File: src/rtl/aslave_regbank.sv
// Avalon-MM slave register bank: byte-enabled bus writes, programmable read wait
// states, per-register read-only mask and a user-side update/strobe port.
module aslave_regbank #(
  parameter int               ADDRW   = 8,
  parameter int               DATAW   = 32,
  parameter int               DEPTH   = 16,
  parameter int               RD_WAIT = 1,
  parameter logic [DEPTH-1:0] RO_MASK = '0
) (
  input  logic                   clk,
  input  logic                   rst_n,
  input  logic [ADDRW-1:0]       sl_addr,
  input  logic                   sl_read,
  input  logic                   sl_write,
  input  logic [DATAW/8-1:0]     sl_byteenable,
  input  logic [DATAW-1:0]       sl_writedata,
  output logic [DATAW-1:0]       sl_readdata,
  output logic                   sl_waitrequest,
  output logic [1:0]             sl_response,
  input  logic [ADDRW-1:0]       us_addr,
  input  logic                   us_write,
  input  logic [DATAW-1:0]       us_wdata,
  output logic [DEPTH-1:0]       us_wstrobe,
  output logic                   us_collide,
  output logic [DEPTH*DATAW-1:0] us_regs
);

  localparam int              NBYTE     = DATAW / 8;
  localparam int              IDXW      = (DEPTH > 1) ? $clog2(DEPTH) : 1;
  localparam logic [ADDRW:0]  DEPTH_A   = (ADDRW + 1)'(DEPTH);
  localparam logic [2:0]      WAIT_LOAD = (RD_WAIT > 0) ? 3'(RD_WAIT - 1) : 3'd0;

  typedef enum logic [1:0] {IDLE, RWAIT, RDONE} state_t;

  state_t           state, state_nxt;
  logic [2:0]       cnt, cnt_nxt;
  logic [ADDRW-1:0] rd_addr_q, rd_addr;
  logic             rd_latch, wait_raw;
  logic [DATAW-1:0] regs [DEPTH];

  logic             bus_valid, us_valid, rd_valid;
  logic             bus_wr, bus_wr_ok, collide;
  logic [IDXW-1:0]  bus_idx, us_idx, rd_idx;
  logic [DEPTH-1:0] bus_sel, us_sel;

  assign bus_idx   = sl_addr[IDXW-1:0];
  assign us_idx    = us_addr[IDXW-1:0];
  assign rd_idx    = rd_addr[IDXW-1:0];
  assign bus_valid = {1'b0, sl_addr} < DEPTH_A;
  assign us_valid  = {1'b0, us_addr} < DEPTH_A;
  assign rd_valid  = {1'b0, rd_addr} < DEPTH_A;

  // A write in IDLE always wins over a simultaneous read; only a write that
  // really lands in a register can collide with the user port.
  assign bus_wr    = (state == IDLE) && sl_write;
  assign bus_wr_ok = bus_wr && bus_valid && !RO_MASK[bus_idx];
  assign collide   = bus_wr_ok && us_write && (sl_addr == us_addr);

  always_comb begin
    bus_sel = '0;
    us_sel  = '0;
    if (bus_wr_ok) bus_sel[bus_idx] = 1'b1;
    if (us_write && us_valid && !collide) us_sel[us_idx] = 1'b1;
  end

  always_ff @(posedge clk or negedge rst_n) begin
    if (!rst_n) begin
      state     <= IDLE;
      cnt       <= '0;
      rd_addr_q <= '0;
    end else begin
      state     <= state_nxt;
      cnt       <= cnt_nxt;
      rd_addr_q <= rd_addr;
    end
  end

  // The read address is captured on entry so master-side changes during
  // RWAIT have no effect on the returned data.
  always_comb begin
    state_nxt = state;
    cnt_nxt   = cnt;
    wait_raw  = 1'b0;
    rd_latch  = 1'b0;
    rd_addr   = rd_addr_q;
    unique case (state)
      IDLE: begin
        if (sl_read && !sl_write) begin
          rd_addr = sl_addr;
          if (RD_WAIT == 0) begin
            rd_latch  = 1'b1;
            state_nxt = RDONE;
          end else begin
            wait_raw  = 1'b1;
            cnt_nxt   = WAIT_LOAD;
            state_nxt = RWAIT;
          end
        end
      end
      RWAIT: begin
        wait_raw = (cnt != 3'd0);
        if (cnt == 3'd0) begin
          rd_latch  = 1'b1;
          state_nxt = RDONE;
        end else begin
          cnt_nxt = cnt - 3'd1;
        end
      end
      RDONE:   state_nxt = IDLE;
      default: state_nxt = IDLE;
    endcase
  end

  // Gated by reset so a master still holding sl_read sees the stall drop at once.
  assign sl_waitrequest = wait_raw && rst_n;

  always_ff @(posedge clk or negedge rst_n) begin
    if (!rst_n) begin
      for (int i = 0; i < DEPTH; i++) regs[i] <= '0;
    end else begin
      for (int i = 0; i < DEPTH; i++) begin
        if (bus_sel[i]) begin
          for (int k = 0; k < NBYTE; k++)
            if (sl_byteenable[k]) regs[i][8*k +: 8] <= sl_writedata[8*k +: 8];
        end else if (us_sel[i]) begin
          regs[i] <= us_wdata;
        end
      end
    end
  end

  always_ff @(posedge clk or negedge rst_n) begin
    if (!rst_n) begin
      sl_readdata <= '0;
      sl_response <= 2'b00;
      us_wstrobe  <= '0;
      us_collide  <= 1'b0;
    end else begin
      us_wstrobe <= bus_sel;
      us_collide <= collide;
      if (bus_wr) begin
        sl_response <= (sl_read || !bus_wr_ok) ? 2'b10 : 2'b00;
      end else if (rd_latch) begin
        sl_readdata <= rd_valid ? regs[rd_idx] : '0;
        sl_response <= rd_valid ? 2'b00 : 2'b10;
      end
    end
  end

  for (genvar g = 0; g < DEPTH; g++) begin : g_flat
    assign us_regs[g*DATAW +: DATAW] = regs[g];
  end

endmodule

File: config.mk
export PLATFORM = sky130hd
export DESIGN_NAME = aslave_regbank
export DESIGN_NICKNAME = d
export VERILOG_FILES = /design/src/rtl/aslave_regbank.sv
export SDC_FILE = /design/constraint.sdc
export NUM_CORES = 2
export LEC_CHECK = 0
export ABC_AREA = 1
export BUFFER_PORTS_ARGS = -buffer_cell sky130_fd_sc_hd__buf_2
export CAP_MARGIN = 15
export CORE_ASPECT_RATIO = 1.2
export CORE_MARGIN = 1
export CORE_UTILIZATION = 51
export DETAILED_ROUTE_END_ITERATION = 6
export GPL_ROUTABILITY_DRIVEN = 0
export GPL_TIMING_DRIVEN = 0
export PLACE_DENSITY = 0.82
export SLEW_MARGIN = 20
export SYNTH_ARGS = -nofsm -noshare
export SYNTH_HDL_FRONTEND = slang
export SYNTH_SLANG_ARGS = --single-unit
File: constraint.sdc
create_clock -name clk -period 2 [get_ports clk]
set_input_delay 0.2 -clock clk [delete_from_list [all_inputs] [get_ports clk]]
set_output_delay 0.2 -clock clk [all_outputs]
set_load 0.1 [all_outputs]
==> metrics.md, run 1 <==
| Metric | Value |
|---|---|
| All-Layer GR Usage | about 73% |
| Netlist Area Pre-Place | about 33000 µm² |
| Synth top area cells | dfrtp_1 43%, nand2_1 25%, nand3_1 16%, o21ai_0 7.9%, clkbuf_1 2.0% |
| Cells after synthesis | about 5000 |
| I/O pin count | between 600 and 700 |
| Post-synth net total | between 5000 and 6000 |
| Total CTS buffers | a little under 60 |
| Top-count cell post-synth | nand2_1 |
| Starting Density | around half |
| Synth Flop Type | dfrtp_1 |
| Yosys Warn Count | 0 |
| Stopped at | 5_1_grt |
| Sequential area share after synthesis | between 40% and 50% |
| Clock Sinks | between 500 and 600 |
| Yosys top cell area share | a little over two fifths |
| Synth unique cells | 34 |
| Stop err | [ERROR GRT-0232] Routing congestion too high. Check the congestion heatmap in the GUI. |
| GR Overflow Total | 58 |
| Input/output buffers | about 610 |
| Die W | about 240 µm |
| Die H | approximately 280 µm |
| # rows | between 100 and 150 |
| Ys async rst share | 100.0% |
| Max Buffers Root-to-Sink | 3 |
| Run status | stopped before the end |
| Root Buffer | clkbuf_16 |
| Post-place setup slack | -1.532 ns |
| #FFs+latches synth | 575 |
| Cell accounting for the most synthesized area | dfrtp_1 |
| Mean Syn Cell Area | between 6 and 7 µm² |
| Synth top cells by count | 2222 x nand2_1, 1048 x nand3_1, 575 x dfrtp_1, 527 x o21ai_0, 177 x clkbuf_1 |
| Post-synth EDFFs | 0 |
| Largest net degree at the start of global routing | approximately 100 |
| Hpwl dp | 135.4 mm |
| H-tree Lvls | 2 |
timing repair:
item / CTS
hold endpoints to repair: 295
buffers inserted: 152
cloned: 45
resized for setup: 1312
hold buffers: 16
pin swaps: 180
setup endpoints to repair: 551
metrics by stage:
step / instance area, µm² / cells / TNS, ns / hold WS, ns
after floorplan: 33330 / 4967 / 0 / -0.09559
after global placement: 37430 / 6411 / -6739.55 / 0.4614
after detailed placement: 37610 / 6418 / -307.73 / 0.1016
after CTS: 46980 / 6736 / -49.89 / -0.1137
logic make-up after synthesis:
kind of cell / share of synthesized area, %
DFF: 43.19
xor gates and xnor gates: 0.02629
other: 0.01126
buffers and inverters: 5.655
and+or+nand+nor: 43.00
AOI/OAI and AO/OA: 8.048
adders and majority gates: 0.07509
layer usage:
metal | GRT overflow | track usage, %
met1 | 0 | 71.63
met3 | 1 | 59.19
met4 | 25 | 70.99
met5 | 0 | 29.73
met2 | 32 | 90.72
==> run 2: changes to the inputs <==
Settings changed: CORE_ASPECT_RATIO 1.2 to not set, CORE_UTILIZATION 51 to 40, PLACE_DENSITY 0.82 to not set, PLACE_DENSITY_LB_ADDON set to 0.15.
Clock period 2 ns to 2.6 ns, I/O delays scaled along.
==> run 2 against run 1 <==
  * The flow now finishes, with violations (design-rule violations, negative setup slack)
  * Synthesized area unchanged
  * Synthesized cell count unchanged
==> metrics.md, run 2 <==
| Metric | Value |
|---|---|
| Ratio of cells with drive above 1 in the final layout | a little under a fifth |
| Setup crit start | state[0]$_DFFE_PN0P_ |
| Synth top cells by count | 2222 x nand2_1, 1048 x nand3_1, 575 x dfrtp_1, 527 x o21ai_0, 177 x clkbuf_1 (unchanged) |
| Post-synth net total | 5058 (unchanged) |
| Worst-Margin Slew | 0.9148 ns |
| Max-cap violation count | 0 |
| Mean Syn Cell Area | 6.708 µm² (unchanged) |
| Final ANT Viol Nets | 0 |
| Setup crit end kind | register |
| Type of the tightest min-delay check | input pin to register |
| Commonest non-fill, non-tap cell in the layout | nand2_1 |
| Netlist Area Pre-Place | 33320 µm² (unchanged) |
| Final period util | 104.1% |
| Reg-to-reg critical path startpoint | state[0]$_DFFE_PN0P_ |
| Yosys Warn Count | 0 (unchanged) |
| Crit-path max FO | 10 |
| Reg2reg setup slack | -0.11 ns |
| Worst vdd ir | roughly 650 µV |
| Setup-failing EPs final | 30 |
| Min Tclk post-route | 2.705 ns |
| Total Nets Final | 5777 |
| I/O pin count | 653 (unchanged) |
| Avg WL per Cell | 26.27 µm |
| Slew HR | ~39% |
| GR Overflow Total | 0 |
| Fin cells | roughly 7000 |
| Sequential area share after synthesis | 43.19% (unchanged) |
| Remaining DRCs | 2 |
| Synth top area cells | dfrtp_1 43%, nand2_1 25%, nand3_1 16%, o21ai_0 7.9%, clkbuf_1 2.0% (unchanged) |
| Clock Sinks | 575 (unchanged) |
| WP data required | between 3 and 4 ns |
| Vias | 40107 |
| Final count of pins violating max slew | 0 |
| Vias in the first global route | 35242 |
| Clock skew | ~0.019 ns |
| Failing checks | design-rule violations, negative setup slack |
| DRT Pass-1 Iters | 7 |
| # rows | 105 (was 102) |
| Initial antenna violation count | 9 |
| Clock Pin Slew Worst Setup and Hold Paths | around 0.060 ns |
| Worst Reg-to-Reg Cells | 11 |
| WL final | about 180 mm |
| Crit Path Class | register to register |
| Die W | 290.6 µm (was 235.3 µm) |
| Starting Density | 40.51% (was 51.59%) |
| Largest net degree at the start of global routing | roughly 90 |
| Worst hold slack | between 0.04 and 0.05 ns |
| Hpwl dp | 143.9 mm (was 135.4 mm) |
| Cells after synthesis | 4967 (unchanged) |
| Via-to-Cell Ratio | between 5 and 6 |
| Largest register FFs | between 500 and 600 |
| H-tree Lvls | 3 (was 2) |
| RSZ-0062 raised after global routing | yes |
| Crit start category | register |
| P per Cell Area | slightly below 1000 nW/µm² |
| Top-count cell post-synth | nand2_1 (unchanged) |
| Die H | 290.6 µm (was 282.0 µm) |
| Area growth syn-to-layout | 23.16% |
| Total CTS buffers | 71 (was 59) |
| CTS tree | built |
| Cell accounting for the most synthesized area | dfrtp_1 (unchanged) |
| Root Buffer | clkbuf_16 (unchanged) |
| Crit path DAT | between 3 and 4 ns |
| Synth Flop Type | dfrtp_1 (unchanged) |
| Synth unique cells | 34 (unchanged) |
| Yosys top cell area share | 43.19% (unchanged) |
| 1st-iter DRT viols | about 6000 |
| Final setup TNS | -1.813 ns |
| Global-route wire length before repair | around 250 mm |
| FMAX | roughly 370 MHz |
| Dpl cells | 6657 (was 6418) |
| Hold Fails Final Rpt | 0 |
| Run status | finished, violations left (was stopped before the end) |
| Critical Path End | sl_readdata[22]$_DFFE_PN0P_ |
| #FFs+latches synth | 575 (unchanged) |
| Input/output buffers | 612 (unchanged) |
| Reg-to-reg endpoint | sl_readdata[22]$_DFFE_PN0P_ |
| Leakage | 23.24 nW |
| Ys async rst share | 100.0% (unchanged) |
| Core Area | 82240 µm² |
| Most frequent cells in the layout | 2198 x nand2_1, 1031 x nand3_1, 702 x buf_2 |
| All-Layer GR Usage | between 40 and 50% |
| Max Buffers Root-to-Sink | 3 (unchanged) |
| Die area | around 84000 µm² |
| Post-synth EDFFs | 0 (unchanged) |
| Final worst slack | -0.1055 ns |
| Worst-skew pair later-pin latency | 0.64 ns |
[run 2: cell counts after synthesis]
No cell type changed its count.
[run 2: kinds of logic (layout without fill, tap and decap cells)]
group	Yosys count	after routing	share of synthesized area (%)
other	1	6	0.01126
AND/OR/NAND/NOR	3392	3392	43.00
flip-flops	575	575	43.19
XOR/XNOR	1	1	0.02629
adder cells (fa/ha/maj)	2	2	0.07509
AO/OA/AOI/OAI	534	534	8.048
buffers and inverters	462	1234	5.655
[run 2: cell type report]
type                            count  area [µm²]
Timing Repair Buffer              649        3560
Clock inverter                     20       240.2
Antenna cell                        5       12.51
Inverter                           92       352.8
Clock buffer                      106        2071
Fill cell                        8573       41210
Tap cell                         1070        1339
Multi-Input combinational cell   3930       17340
Sequential cell                   575       14390
Buffer                            367        1729
[run 2: critical path, stage by stage, from the launching register on]
cell and delay [ns]:
dfrtp_1 0.40, nor2_4 0.15, buf_12 0.13, nand2_8 0.10, o21ai_4 0.34, buf_6 0.27
clkbuf_4 0.26, nand3_1 0.18, nand3_1 0.21, nand3_1 0.19, nand3_1 0.26, nand2_1 0.07
[run 2: through the flow]
| step | cell area [µm²] | power [mW] | utilization [%] | setup slack (ns) |
|---|---|---|---|---|
| 6_report | 41030 | 39.47 | 49.90 | -0.1055 |
| 5_1_grt | 41030 | 40.33 | 49.89 | -0.1446 |
| 4_1_cts | 40600 | 38.48 | 49.37 | -0.1359 |
| 3_5_place_dp | 37930 | 28.00 | 46.12 | -1.344 |
| 3_3_place_gp | 37720 | 27.85 | 45.86 | -11.58 |
| 2_1_floorplan | 33320 | 21.90 | - | 0.02666 |
[run 2: how the worst min path moves through the flow]
stage | startpoint | depth (start not counted) | to
2_1_floorplan | rst_n | 0 | cnt[0]$_DFFE_PN0P_
3_3_place_gp | sl_readdata[4]$_DFFE_PN0P_ | 2 | sl_readdata[4]$_DFFE_PN0P_
3_5_place_dp | rst_n | 1 | us_regs[253]$_DFFE_PN0P_
4_1_cts | sl_addr[6] | 3 | rd_addr_q[6]$_DFF_PN0_
5_1_grt | sl_addr[6] | 3 | rd_addr_q[6]$_DFF_PN0_
6_report | sl_addr[6] | 3 | rd_addr_q[6]$_DFF_PN0_
[run 2: power breakdown]
part           total, mW  switching, mW  internal, mW
clock               10.3           4.29          6.00
sequential          10.6          0.815          9.77
combinational       18.6           14.8          3.82
[run 2: timing repair]
| action | in CTS | in global routing |
|---|---|---|
| pin swaps | 2 | 7 |
| hold buffers | 5 | 0 |
| gates resized for setup | 105 | 118 |
| endpoints found under the hold margin | 62 | 0 |
| setup endpoints to repair | 196 | 482 |
| setup buffers | 4 | 20 |
[run 2: per-layer routing]
| layer | track usage, % | wire length (µm) | vias to the layer above |
|---|---|---|---|
| met5 | 0 | 40 | - |
| met4 | 25.47 | 13060 | 6 |
| met3 | 12.58 | 23560 | 522 |
| met2 | 59.60 | 75850 | 2770 |
| met1 | 51.86 | 66470 | 19080 |
| li1 | - | - | 17729 |
No activity file was read; power rests on OpenSTA's default activity.
